File: src/rtl/isa_fetch_decode.sv
// Instruction fetch/decode stage: pops 64-bit instructions from the ISA FIFO and dispatches engine commands.
// Define ISA_ILLEGAL_TRAP_EN to trap illegal opcodes into HALT; otherwise they retire as NOP.
module isa_fetch_decode #(
    parameter int DATA_W = 64,
    parameter int CNT_W  = 16
) (
    input  logic              clk,
    input  logic              reset,
    input  logic              start,
    input  logic              fifo_empty,
    input  logic [DATA_W-1:0] fifo_dout,
    output logic              fifo_rd_en,
    output logic              cmd_valid,
    input  logic              cmd_ready,
    output logic [3:0]        cmd_op,
    output logic [31:0]       cmd_addr,
    output logic [15:0]       cmd_len,
    output logic [11:0]       cmd_arg,
    input  logic              engine_busy,
    output logic              busy,
    output logic              done,
    output logic              error,
    output logic [CNT_W-1:0]  instr_count
);

    typedef enum logic [2:0] {
        S_IDLE,
        S_REQ,
        S_WAIT,
        S_EXEC,
        S_SYNC,
        S_HALT
    } state_t;

    localparam logic [3:0] OP_NOP   = 4'h0;
    localparam logic [3:0] OP_LOAD  = 4'h1;
    localparam logic [3:0] OP_CONV  = 4'h2;
    localparam logic [3:0] OP_POOL  = 4'h3;
    localparam logic [3:0] OP_STORE = 4'h4;
    localparam logic [3:0] OP_SYNC  = 4'h5;
    localparam logic [3:0] OP_END   = 4'hF;

    state_t            state_q, state_d;
    logic [DATA_W-1:0] instr_q, instr_d;
    logic              done_q, done_d;
    logic              error_q, error_d;
    logic [CNT_W-1:0]  cnt_q, cnt_d;
    logic              retire;

    always_ff @(posedge clk) begin
        if (reset) begin
            state_q <= S_IDLE;
            instr_q <= '0;
            done_q  <= 1'b0;
            error_q <= 1'b0;
            cnt_q   <= '0;
        end else begin
            state_q <= state_d;
            instr_q <= instr_d;
            done_q  <= done_d;
            error_q <= error_d;
            cnt_q   <= cnt_d;
        end
    end

    always_comb begin
        state_d    = state_q;
        instr_d    = instr_q;
        done_d     = done_q;
        error_d    = error_q;
        cnt_d      = cnt_q;
        fifo_rd_en = 1'b0;
        cmd_valid  = 1'b0;
        retire     = 1'b0;

        case (state_q)
            S_IDLE, S_HALT: begin
                if (start) begin
                    state_d = S_REQ;
                    done_d  = 1'b0;
                    error_d = 1'b0;
                    cnt_d   = '0;
                end
            end
            S_REQ: begin
                if (!fifo_empty) begin
                    fifo_rd_en = 1'b1;
                    state_d    = S_WAIT;
                end
            end
            S_WAIT: begin
                instr_d = fifo_dout;
                state_d = S_EXEC;
            end
            S_EXEC: begin
                case (instr_q[63:60])
                    OP_LOAD, OP_CONV, OP_POOL, OP_STORE: begin
                        cmd_valid = 1'b1;
                        if (cmd_ready) begin
                            retire  = 1'b1;
                            state_d = S_REQ;
                        end
                    end
                    OP_NOP: begin
                        retire  = 1'b1;
                        state_d = S_REQ;
                    end
                    OP_SYNC: state_d = S_SYNC;
                    OP_END: begin
                        retire  = 1'b1;
                        done_d  = 1'b1;
                        state_d = S_IDLE;
                    end
                    default: begin
`ifdef ISA_ILLEGAL_TRAP_EN
                        error_d = 1'b1;
                        state_d = S_HALT;
`else
                        retire  = 1'b1;
                        state_d = S_REQ;
`endif
                    end
                endcase
            end
            S_SYNC: begin
                if (!engine_busy) begin
                    retire  = 1'b1;
                    state_d = S_REQ;
                end
            end
            default: state_d = S_IDLE;
        endcase

        // Saturate so software never sees the count wrap to a small value.
        if (retire && (cnt_q != '1)) begin
            cnt_d = cnt_q + 1'b1;
        end
    end

    assign cmd_op      = instr_q[63:60];
    assign cmd_addr    = instr_q[59:28];
    assign cmd_len     = instr_q[27:12];
    assign cmd_arg     = instr_q[11:0];
    assign busy        = (state_q != S_IDLE);
    assign done        = done_q;
    assign error       = error_q;
    assign instr_count = cnt_q;

endmodule

File: config.mk
export PLATFORM = sky130hd
export DESIGN_NAME = isa_fetch_decode
export DESIGN_NICKNAME = d
export VERILOG_FILES = /design/src/rtl/isa_fetch_decode.sv
export SDC_FILE = /design/constraint.sdc
export NUM_CORES = 1
export LEC_CHECK = 0
export ABC_CLOCK_PERIOD_IN_PS = 4600
export BUFFER_PORTS_ARGS = -buffer_cell sky130_fd_sc_hd__buf_2
export CORE_MARGIN = 4
export CORE_UTILIZATION = 51
export CTS_BUF_LIST = sky130_fd_sc_hd__clkbuf_16
export CTS_CLUSTER_SIZE = 30
export DETAILED_ROUTE_END_ITERATION = 16
export GPL_ROUTABILITY_DRIVEN = 1
export PLACE_DENSITY = 0.86
export SLEW_MARGIN = 20
export SYNTH_ARGS = -nofsm -noshare
export SYNTH_HDL_FRONTEND = slang
export SYNTH_SLANG_ARGS = --single-unit
File: constraint.sdc
create_clock -name clk -period 4.6 [get_ports clk]
set_input_delay 0.46 -clock clk [delete_from_list [all_inputs] [get_ports clk]]
set_output_delay 0.46 -clock clk [all_outputs]
set_load 0.01 [all_outputs]
==> flow_metrics.env, run 1 <==
export IMPL_cap_violations=0
export IMPL_final_hold_violation_count=0
export IMPL_wl_per_cell_um=14.5
export IMPL_min_path_cells=3
export IMPL_cts_clk_slew_worst_paths_ns=0.07
export IMPL_dr_first_iter_drc_count=134
export IMPL_grt_usage=0.223
export IMPL_io_buffers=153
export IMPL_cts_sinks=84
export IMPL_synth_area_mm2=0.00348
export IMPL_grt_overflow_total=0
export IMPL_hold_buffers=0
export IMPL_reg2reg_from="state_q[2]"
export IMPL_fmax_mhz=421
export IMPL_num_rows=29
export IMPL_hp_class="in2reg"
export IMPL_insertion_delay_ns=0.34
export IMPL_tns_ns=0
export IMPL_synth_edf_count=0
export IMPL_synth_top_cell_by_area="dfxtp_1"
export IMPL_die_x_um=90.6
export IMPL_arrival_ns=2.66
export IMPL_min_to="instr_q[49]"
export IMPL_die_y_um=90.6
export IMPL_skew_ns=0.00786
export IMPL_grt_pass1_wl_mm=15.1
export IMPL_ys_types=57
export IMPL_crit_required_ns=4.88
export IMPL_finalMaxSlewViolations=0
export IMPL_hpwl_mm=6.61
export IMPL_vias=3373
export IMPL_area_growth_pct=30.7
export IMPL_syn_inst=424
export IMPL_drive_gt1_frac=0.337
export IMPL_grt_pass1_vias=3115
export IMPL_cts_root_buffer="clkbuf_16"
export IMPL_r2r_slack_ns=2.22
export IMPL_cts_setup_buffers=0
export IMPL_synthesis_nets=495
export IMPL_avgSynthCellArea_um2=8.20
export IMPL_r2r_end="instr_count[5]"
export IMPL_utilization=0.699
export IMPL_post_cts_resized=0
export IMPL_drcViolationCount=0
export IMPL_cts_made_buffers=9
export IMPL_cts_max_path_buffers=2
export IMPL_synth_most_common_cell="nand2_1"
export IMPL_finalSetupViolCount=0
export IMPL_finalNetCount=633
export IMPL_ant_nets=0
export IMPL_yosysWarningCount=0
export IMPL_first_pass_iters=5
export IMPL_power_density_mw_per_mm2=381
export IMPL_fillers=536
export IMPL_globalplace_congestion=0.843
export IMPL_wirelength_mm=9.36
export IMPL_pin_count=155
export IMPL_synth_seq_area_share=0.484
export IMPL_cts_tree="yes"
export IMPL_ir_drop_mv=0.308
export IMPL_viasPerCell=5.24
export IMPL_coreArea_mm2=0.00649
export IMPL_fin_crit_ns=2.38
export IMPL_grt_antenna_before_repair=1
export IMPL_power_leakage_nw=2.01
export IMPL_tightest_slew_ns=0.704
export IMPL_worst_setup_path_end_kind="flop"
export IMPL_slew_headroom=0.531
export IMPL_ff2ff_path_depth=6
export IMPL_finalCritPeriodShare=0.517
export IMPL_hp_start="fifo_dout[49]"
export IMPL_start_util=0.535
export IMPL_synthTopCellsByCount="141 x nand2_1, 84 x dfxtp_1, 68 x a21oi_1"
export IMPL_crit_type="reg2reg"
export IMPL_synth_async_reset_ratio=0
export IMPL_synthFlopType="dfxtp_1"
export IMPL_cp_max_fo=17
export IMPL_yosysTopAreaCellShare=0.484
export IMPL_synthTopCellsByArea="dfxtp_1 48%, nand2_1 15%, a21oi_1 9.8%"
export IMPL_synth_seq_cells=84
export IMPL_die_area_mm2=0.00820
export IMPL_grt_max_degree=70
export IMPL_cts_max_level=3
export IMPL_status="complete, no violations"
export IMPL_rsz0062_at_grt="no"
export IMPL_cp_start_kind="flop"
export IMPL_n_antenna_cell=0
## final cells by class
| cell class | instances | area (um^2) | share of cell area |
|---|---|---|---|
| Clock inverter | 7 | 78.8 | 0.0174 |
| Sequential cell | 84 | 1680 | 0.370 |
| Inverter | 7 | 26.3 | 0.00579 |
| Clock buffer | 9 | 225 | 0.0496 |
| Timing Repair Buffer | 156 | 795 | 0.175 |
| Multi-Input combinational cell | 304 | 1640 | 0.361 |
| Tap cell | 77 | 96.3 | 0.0212 |
## routing by layer
metal  track usage  share of wire  up-vias
met1         0.274           0.41     1514
met3        0.0508          0.073       13
met2         0.381           0.50      127
met5             0         0.0014        -
met4        0.0829          0.016        2
li1              -              -     1717
## layout by cell type (no fill, tap or decap), types with 3 or more instances in the layout
| cell | Yosys | final |
|---|---|---|
| buf_2 | 1 | 153 |
| nand2_1 | 141 | 141 |
| dfxtp_1 | 84 | 84 |
| a21oi_1 | 68 | 68 |
| nor2_1 | 11 | 11 |
| clkbuf_16 | 0 | 9 |
| nand3_1 | 8 | 8 |
| inv_1 | 7 | 7 |
| a22o_1 | 6 | 6 |
| inv_6 | 0 | 5 |
| nor3_1 | 4 | 4 |
| nand4_1 | 4 | 4 |
| nand3b_1 | 3 | 3 |
| and3_1 | 3 | 3 |
| a21oi_2 | 3 | 3 |
## worst max-delay path by stage
stage / endpoint / slack, ns / depth (start not counted) / from
after floorplan: instr_count[11] / 2.72 / 6 / instr_q[62]
after CTS: instr_count[5] / 1.92 / 5 / state_q[2]
after global routing: instr_count[15] / 2.07 / 6 / state_q[2]
after global placement: instr_count[5] / 2.08 / 6 / engine_busy
final: instr_count[5] / 2.22 / 6 / state_q[2]
after detailed placement: instr_count[5] / 1.95 / 5 / state_q[2]
## registers in the layout (all words and copies together) (netlist names)
signal	count
instr_count	16
instr_q	64
state_q	3
done	1
## where the power goes
group,internal [W],switching (W)
combinational,0.0000847,0.000123
sequential,0.000760,0.0000264
clock,0.000429,0.000307
total,0.00127,0.000457
## critical path: stages (launching register included)
cell and delay (ns):
dfxtp_1 0.58, nor4b_4 0.42, o21ba_2 0.24, nor4b_4 0.50, clkbuf_8 0.31, and3_1 0.18
a221o_1 0.10
## kinds of logic (layout without fill, tap and decap cells)
family / Yosys count / count (layout) / synth area share
other: 1 / 1 / 0.00108
XOR/XNOR: 4 / 4 / 0.0101
adder cells (fa/ha/maj): 1 / 1 / 0.00360
AO/OA/AOI/OAI: 103 / 103 / 0.192
flip-flops: 84 / 84 / 0.484
AND/OR/NAND/NOR: 192 / 192 / 0.252
buffers and inverters: 36 / 179 / 0.0479
multiplexers: 3 / 3 / 0.00900
## metrics by stage
step / hold slack [ns] / worst slack [ns] / power [W] / area [um^2] / cells
4_1_cts: 0.351 / 1.92 / 0.00174 / 4520 / 643
5_1_grt: 0.354 / 2.07 / 0.00180 / 4540 / 644
3_5_place_dp: 0.443 / 1.95 / 0.00101 / 4220 / 627
2_1_floorplan: 0.481 / 2.72 / 0.000928 / 3480 / 424
3_3_place_gp: 0.439 / 2.08 / 0.00100 / 4220 / 627
6_report: 0.355 / 2.22 / 0.00173 / 4540 / 644
Power figures use the tool's default switching activity.
==> run 2, diff against run 1 <==
--- a/config.mk
+++ b/config.mk
@@ -5,15 +5,15 @@
 export SDC_FILE = /design/constraint.sdc
 export NUM_CORES = 1
 export LEC_CHECK = 0
-export ABC_CLOCK_PERIOD_IN_PS = 4600
+export ABC_CLOCK_PERIOD_IN_PS = 2090
 export BUFFER_PORTS_ARGS = -buffer_cell sky130_fd_sc_hd__buf_2
 export CORE_MARGIN = 4
-export CORE_UTILIZATION = 51
+export CORE_UTILIZATION = 42
 export CTS_BUF_LIST = sky130_fd_sc_hd__clkbuf_16
 export CTS_CLUSTER_SIZE = 30
 export DETAILED_ROUTE_END_ITERATION = 16
 export GPL_ROUTABILITY_DRIVEN = 1
-export PLACE_DENSITY = 0.86
+export PLACE_DENSITY = 0.75
 export SLEW_MARGIN = 20
 export SYNTH_ARGS = -nofsm -noshare
 export SYNTH_HDL_FRONTEND = slang
==> constraint.sdc (replaced) <==
create_clock -name clk -period 2.09 [get_ports clk]
set_input_delay 0.209 -clock clk [delete_from_list [all_inputs] [get_ports clk]]
set_output_delay 0.209 -clock clk [all_outputs]
set_load 0.01 [all_outputs]
==> run 2 against run 1 <==
Compared with the run above:
- cell area grew 3.4%
- sequential power increased by 120%
- fmax up 19%
- clock skew barely moved
- worst setup slack got worse by 2.1 ns
- combinational power rose by 150%
- wire length is 1.9% higher
- critical path depth rose by 1
- register-to-register slack worse by 2.1 ns
- first-iteration DRC count is 25% higher
- largest cell class unchanged
- largest power group unchanged
- highest routed layer is now met4
==> flow_metrics.env, run 2 (synthesis results as in run 1) <==
export IMPL_ir_drop_mv=0.426
export IMPL_grt_pass1_wl_mm=15.3
export IMPL_cp_max_fo=23
export IMPL_met1_usage=0.242
export IMPL_r2r_slack_ns=0.10
export IMPL_first_pass_iters=4
export IMPL_io_buffers=153
export IMPL_cts_tree="yes"
export IMPL_final_area_mm2=0.00470
export IMPL_coreArea_mm2=0.00789
export IMPL_rsz0062_at_grt="no"
export IMPL_skew_ns=0.00812
export IMPL_finalSetupViolCount=0
export IMPL_finalCritPeriodShare=0.952
export IMPL_die_x_um=99.0
export IMPL_num_rows=32
export IMPL_min_path_cells=3
export IMPL_place_ws_ns=0.141
export IMPL_seq_area_mm2=0.00168
export IMPL_multiInputGateArea_mm2=0.00164
export IMPL_die_y_um=99.0
export IMPL_pin_count=155
export IMPL_layout_common_cells="153 x buf_2, 141 x nand2_1, 84 x dfxtp_1"
export IMPL_cts_max_level=3
export IMPL_finalNetCount=648
export IMPL_cts_made_buffers=9
export IMPL_grt_usage=0.188
export IMPL_cts_root_buffer="clkbuf_16"
export IMPL_worst_setup_path_end_kind="flop"
export IMPL_final_common_cell="buf_2"
export IMPL_cp_top_family="compound AO/OA/AOI/OAI gates"
export IMPL_cp_depth=7
export IMPL_vias=3451
export IMPL_ant_nets=0
export IMPL_min_to="instr_q[29]"
export IMPL_crit_type="reg2reg"
export IMPL_crit_top_cell="nor4b_4"
export IMPL_reg2reg_from="state_q[1]"
export IMPL_r2r_end="instr_count[4]"
export IMPL_cts_sinks=84
export IMPL_use_met2=0.305
export IMPL_fin_cells=685
export IMPL_insertion_delay_ns=0.33
export IMPL_met3_usage=0.0396
export IMPL_start_util=0.441
export IMPL_fillers=721
export IMPL_grt_pass1_vias=3267
export IMPL_status="complete, no violations"
export IMPL_hp_start="fifo_dout[29]"
export IMPL_critical_path_max_stage_delay_ns=0.52
export IMPL_fmax_mhz=503
export IMPL_wl_per_cell_um=13.9
export IMPL_crit_buf_inv=2
export IMPL_clkPwrFrac=0.402
export IMPL_hp_class="in2reg"
export IMPL_cap_violations=0
export IMPL_crit_required_ns=2.30
export IMPL_dpl_cell_area_mm2=0.00440
export IMPL_slew_headroom=0.652
export IMPL_area_growth_pct=35.1
export IMPL_tightest_slew_ns=0.522
export IMPL_fin_ws_ns=0.100
export IMPL_viasPerCell=5.04
export IMPL_fin_crit_ns=1.99
export IMPL_finalMaxSlewViolations=0
export IMPL_die_area_mm2=0.00980
export IMPL_dp_cells=667
export IMPL_tns_ns=0
export IMPL_largest_reg_flops=64
export IMPL_busiest_layer="met2"
export IMPL_grt_max_degree=52
export IMPL_grt_overflow_total=0
export IMPL_pwr_share_seq=0.460
export IMPL_grt_antenna_before_repair=0
export IMPL_cpMaxStageDelayCell="dfxtp_1"
export IMPL_cts_clk_slew_worst_paths_ns=0.07
export IMPL_final_hold_violation_count=0
export IMPL_cts_max_path_buffers=2
export IMPL_post_cts_resized=0
export IMPL_power_density_mw_per_mm2=792
export IMPL_ff2ff_path_depth=7
export IMPL_drive_gt1_frac=0.354
export IMPL_top_register="instr_q"
export IMPL_hpwl_mm=6.99
export IMPL_power_switching_w=0.00101
export IMPL_intPower_w=0.00271
export IMPL_dr_first_iter_drc_count=167
export IMPL_power_leakage_nw=2.08
export IMPL_p_sw_frac=0.271
export IMPL_utilization=0.595
export IMPL_arrival_ns=2.20
export IMPL_wirelength_mm=9.53
export IMPL_globalplace_congestion=0.843
export IMPL_drcViolationCount=0
export IMPL_path_cells="nor4b_4, buf_4, a2111oi_4, nor4b_4, buf_12, and3_1, a221o_1"
export IMPL_cp_start_kind="flop"
export IMPL_comb_power_share=0.139
run 2: changes by cell type in the layout (fill, tap and decap cells not counted), moves of 2 or more:
| cell | before | now |
|---|---|---|
| buf_12 | 0 | 3 |
| clkinv_4 | 0 | 2 |
| buf_4 | 2 | 15 |
| inv_6 | 5 | 2 |
run 2: power groups by stage:
stage	Clock [W]	Sequential [W]	Combinational [W]
finish	0.00149	0.00171	0.000515
global route	0.00161	0.00172	0.000572
CTS	0.00154	0.00171	0.000519
detailed placement	0	0.00175	0.000516
global placement	0	0.00174	0.000504
floorplan	0	0.00178	0.000264
run 2: worst max path at each step:
stage                      from              end  slack (ns)
finish               state_q[1]   instr_count[4]        0.10
global route         state_q[1]   instr_count[4]        0.03
CTS                  state_q[2]   instr_count[5]        0.12
detailed placement   state_q[2]   instr_count[5]        0.14
global placement    instr_q[60]   instr_count[4]        0.20
floorplan           instr_q[62]  instr_count[11]        0.21
run 2: area by class of cell:
cell class | instances | area share
Inverter | 7 | 0.00560
Tap cell | 102 | 0.0272
Clock inverter | 7 | 0.0125
Clock buffer | 9 | 0.0480
Multi-Input combinational cell | 304 | 0.348
Timing Repair Buffer | 171 | 0.200
Sequential cell | 84 | 0.358
Antenna cell | 1 | 0.000533
run 2: repair_timing:
action                                  in CTS  in global routing
hold buffers                                 0                  0
buffers inserted                             0                  1
hold endpoints to repair                     0                  0
endpoints found under the setup margin       0                  3
run 2: metrics by stage:
stage | total power, W | hold slack [ns]
6_report | 0.00372 | 0.107
5_1_grt | 0.00390 | 0.108
4_1_cts | 0.00377 | 0.0978
3_5_place_dp | 0.00226 | 0.444
3_3_place_gp | 0.00225 | 0.438
2_1_floorplan | 0.00204 | 0.345
run 2: per-layer routing:
layer / part of all wire / up-vias
met3: 0.068 / 14
met5: 0 / -
met2: 0.48 / 107
li1: - / 1740
met1: 0.44 / 1590
met4: 0.019 / 0
run 2: worst min-delay path: stages:
cell     delay (ns)
buf_2          0.09
nand2_1        0.04
a21oi_1        0.05
==> run 3, diff against run 2 <==
--- a/config.mk
+++ b/config.mk
@@ -5,15 +5,16 @@
 export SDC_FILE = /design/constraint.sdc
 export NUM_CORES = 1
 export LEC_CHECK = 0
+export ABC_AREA = 1
 export ABC_CLOCK_PERIOD_IN_PS = 2090
 export BUFFER_PORTS_ARGS = -buffer_cell sky130_fd_sc_hd__buf_2
 export CORE_MARGIN = 4
-export CORE_UTILIZATION = 42
+export CORE_UTILIZATION = 43
 export CTS_BUF_LIST = sky130_fd_sc_hd__clkbuf_16
 export CTS_CLUSTER_SIZE = 30
 export DETAILED_ROUTE_END_ITERATION = 16
 export GPL_ROUTABILITY_DRIVEN = 1
-export PLACE_DENSITY = 0.75
+export PLACE_DENSITY = 0.76
 export SLEW_MARGIN = 20
 export SYNTH_ARGS = -nofsm -noshare
 export SYNTH_HDL_FRONTEND = slang
==> run 3 against run 2 <==
Compared with the run above:
- sequential share of layout area shrank 0.13 points
- first-iteration DRC count shrank 43%
- area after synthesis grew 3.0%
- combinational power grew to 2.7 times the previous value
- synthesized cell count grew 13%
- power grew 32%
- via count grew 4.5%
- fmax grew 10%
- count of clock-buffer cells in the layout is the same
- critical endpoint unchanged
- highest routed layer unchanged
==> flow_metrics.env, run 3 <==
export IMPL_status="complete, no violations"
export IMPL_synthTopCellsByCount="149 x nor2_1, 84 x dfxtp_1, 57 x o21ai_0"
export IMPL_synth_seq_area_share=0.470
export IMPL_n_antenna_cell=0
export IMPL_final_hold_violation_count=0
export IMPL_grt_antenna_before_repair=0
export IMPL_die_area_mm2=0.00985
export IMPL_crit_end="instr_count[4]"
export IMPL_synthesis_nets=550
export IMPL_cts_clk_slew_worst_paths_ns=0.06
export IMPL_utilization=0.577
export IMPL_cts_max_level=3
export IMPL_p_total_w=0.00491
export IMPL_critical_path_max_stage_delay_ns=0.40
export IMPL_cp_max_fo=16
export IMPL_cts_sinks=84
export IMPL_grt_usage=0.198
export IMPL_drive_gt1_frac=0.326
export IMPL_hpwl_mm=7.15
export IMPL_yosysTopAreaCellShare=0.470
export IMPL_viasPerCell=4.92
export IMPL_synth_top_family_by_area="simple AND/OR/NAND/NOR gates"
export IMPL_hp_class="in2reg"
export IMPL_crit_type="reg2reg"
export IMPL_power_density_mw_per_mm2=1040
export IMPL_finalSetupViolCount=0
export IMPL_ff2ff_path_depth=7
export IMPL_pin_count=155
export IMPL_ir_drop_mv=0.518
export IMPL_synth_compound_area_share=0.138
export IMPL_grt_pass1_wl_mm=16.0
export IMPL_ys_types=30
export IMPL_start_util=0.438
export IMPL_synth_area_mm2=0.00358
export IMPL_worst_setup_path_end_kind="flop"
export IMPL_drcViolationCount=0
export IMPL_cp_depth=7
export IMPL_crit_start="instr_count[0]"
export IMPL_grt_max_degree=58
export IMPL_cts_made_buffers=9
export IMPL_finalNetCount=695
export IMPL_ant_nets=0
export IMPL_cts_max_path_buffers=2
export IMPL_wirelength_mm=9.79
export IMPL_fin_crit_ns=1.80
export IMPL_globalplace_congestion=0.949
export IMPL_insertion_delay_ns=0.33
export IMPL_final_common_cell="buf_2"
export IMPL_synthMuxAreaShare=0
export IMPL_cts_root_buffer="clkbuf_16"
export IMPL_dp_cells=718
export IMPL_fmax_mhz=555
export IMPL_synthFlopType="dfxtp_1"
export IMPL_cap_violations=0
export IMPL_finalMaxSlewViolations=0
export IMPL_grt_pass1_vias=3517
export IMPL_area_growth_pct=31.6
export IMPL_crit_buf_inv=0
export IMPL_num_rows=33
export IMPL_dr_first_iter_drc_count=95
export IMPL_synth_top_cell_by_area="dfxtp_1"
export IMPL_cp_start_kind="flop"
export IMPL_tns_ns=0
export IMPL_synth_simple_area_share=0.317
export IMPL_synthTopCellsByArea="dfxtp_1 47%, nor2_1 16%, o21ai_0 8.0%"
export IMPL_synth_most_common_cell="nor2_1"
export IMPL_synth_edf_count=0
export IMPL_hold_buffers=0
export IMPL_synthAdderAreaFrac=0.00349
export IMPL_vias=3608
export IMPL_r2r_end="instr_count[4]"
export IMPL_die_y_um=99.3
export IMPL_coreArea_mm2=0.00818
export IMPL_arrival_ns=2.05
export IMPL_cts_setup_buffers=0
export IMPL_synth_seq_cells=84
export IMPL_reg2reg_from="instr_count[0]"
export IMPL_top_register="instr_q"
export IMPL_post_cts_resized=0
export IMPL_io_buffers=153
export IMPL_die_x_um=99.3
export IMPL_wl_per_cell_um=13.3
export IMPL_avgSynthCellArea_um2=7.48
export IMPL_cts_tree="yes"
export IMPL_layout_common_cells="153 x buf_2, 149 x nor2_1, 84 x dfxtp_1"
export IMPL_hp_start="fifo_dout[41]"
export IMPL_fin_cells=734
export IMPL_path_cells="ha_1, nand2_1, nor3_4, nand4_4, nand2_4, nand3_1, a21oi_1"
export IMPL_grt_overflow_total=0
export IMPL_finalCritPeriodShare=0.862
export IMPL_synth_xor_xnor_area_share=0.0171
export IMPL_rsz0062_at_grt="no"
export IMPL_largest_reg_flops=64
export IMPL_yosysWarningCount=0
export IMPL_power_leakage_nw=2.15
export IMPL_synth_async_reset_ratio=0
export IMPL_crit_required_ns=2.34
export IMPL_first_pass_iters=6
export IMPL_r2r_slack_ns=0.29
export IMPL_syn_inst=479
export IMPL_cp_top_family="simple AND/OR/NAND/NOR gates"
export IMPL_skew_ns=0.00803
export IMPL_cpMaxStageDelayCell="dfxtp_1"
[run 3: changes by cell type after synthesis, moves of 10 or more]
| cell | change |
|---|---|
| nor2_1 | +138 |
| o21ai_0 | +55 |
| nand3_1 | +19 |
| nand2_1 | -97 |
| a21oi_1 | -57 |
| nand3_2 | +10 |
[run 3: report_power, final]
part,switching (W),internal [W]
registers,0.000164,0.00190
logic,0.000839,0.000529
clock network,0.000665,0.000813
total,0.00167,0.00324
[run 3: worst reg2reg max path: stages, from the launching register on]
cell	delay, ns
dfxtp_1	0.40
ha_1	0.21
nand2_1	0.11
nor3_4	0.26
nand4_4	0.20
nand2_4	0.26
nand3_1	0.11
a21oi_1	0.18
[run 3: area by class of cell]
cell class / count / area, um^2
Fill cell: 774 / 3460
Multi-Input combinational cell: 351 / 1710
Sequential cell: 84 / 1680
Timing Repair Buffer: 161 / 851
Clock buffer: 9 / 225
Tap cell: 105 / 131
Inverter: 17 / 63.8
Clock inverter: 7 / 50.0
[run 3: metrics by stage]
stage,hold WS [ns],instance area (um^2),worst slack (ns)
detailed placement,0.455,4440,0.311
global placement,0.445,4440,0.427
finish,0.114,4710,0.288
global route,0.111,4710,0.119
CTS,0.103,4710,0.299
floorplan,0.358,3580,0.425
[run 3: cells by family (layout without fill, tap and decap cells)]
kind of cell,count (synthesis),in the layout
AOI/OAI and AO/OA,90,90
xor gates and xnor gates,7,7
adders and majority gates,1,1
buffers and inverters,44,194
DFF,84,84
other,1,1
and+or+nand+nor,252,252
[run 3: worst min-delay path by stage]
| stage | cells past startpoint | endpoint |
|---|---|---|
| 2_1_floorplan | 2 | instr_q[40] |
| 3_3_place_gp | 3 | instr_q[44] |
| 3_5_place_dp | 3 | instr_q[44] |
| 4_1_cts | 3 | instr_q[41] |
| 5_1_grt | 3 | instr_q[42] |
| 6_report | 3 | instr_q[41] |
[run 3: metal layers]
layer	track usage	up-vias	share of wire
met4	0.0693	0	0.019
met2	0.335	121	0.48
met5	0	-	0
met1	0.228	1623	0.42
met3	0.0757	17	0.086
li1	-	1847	-
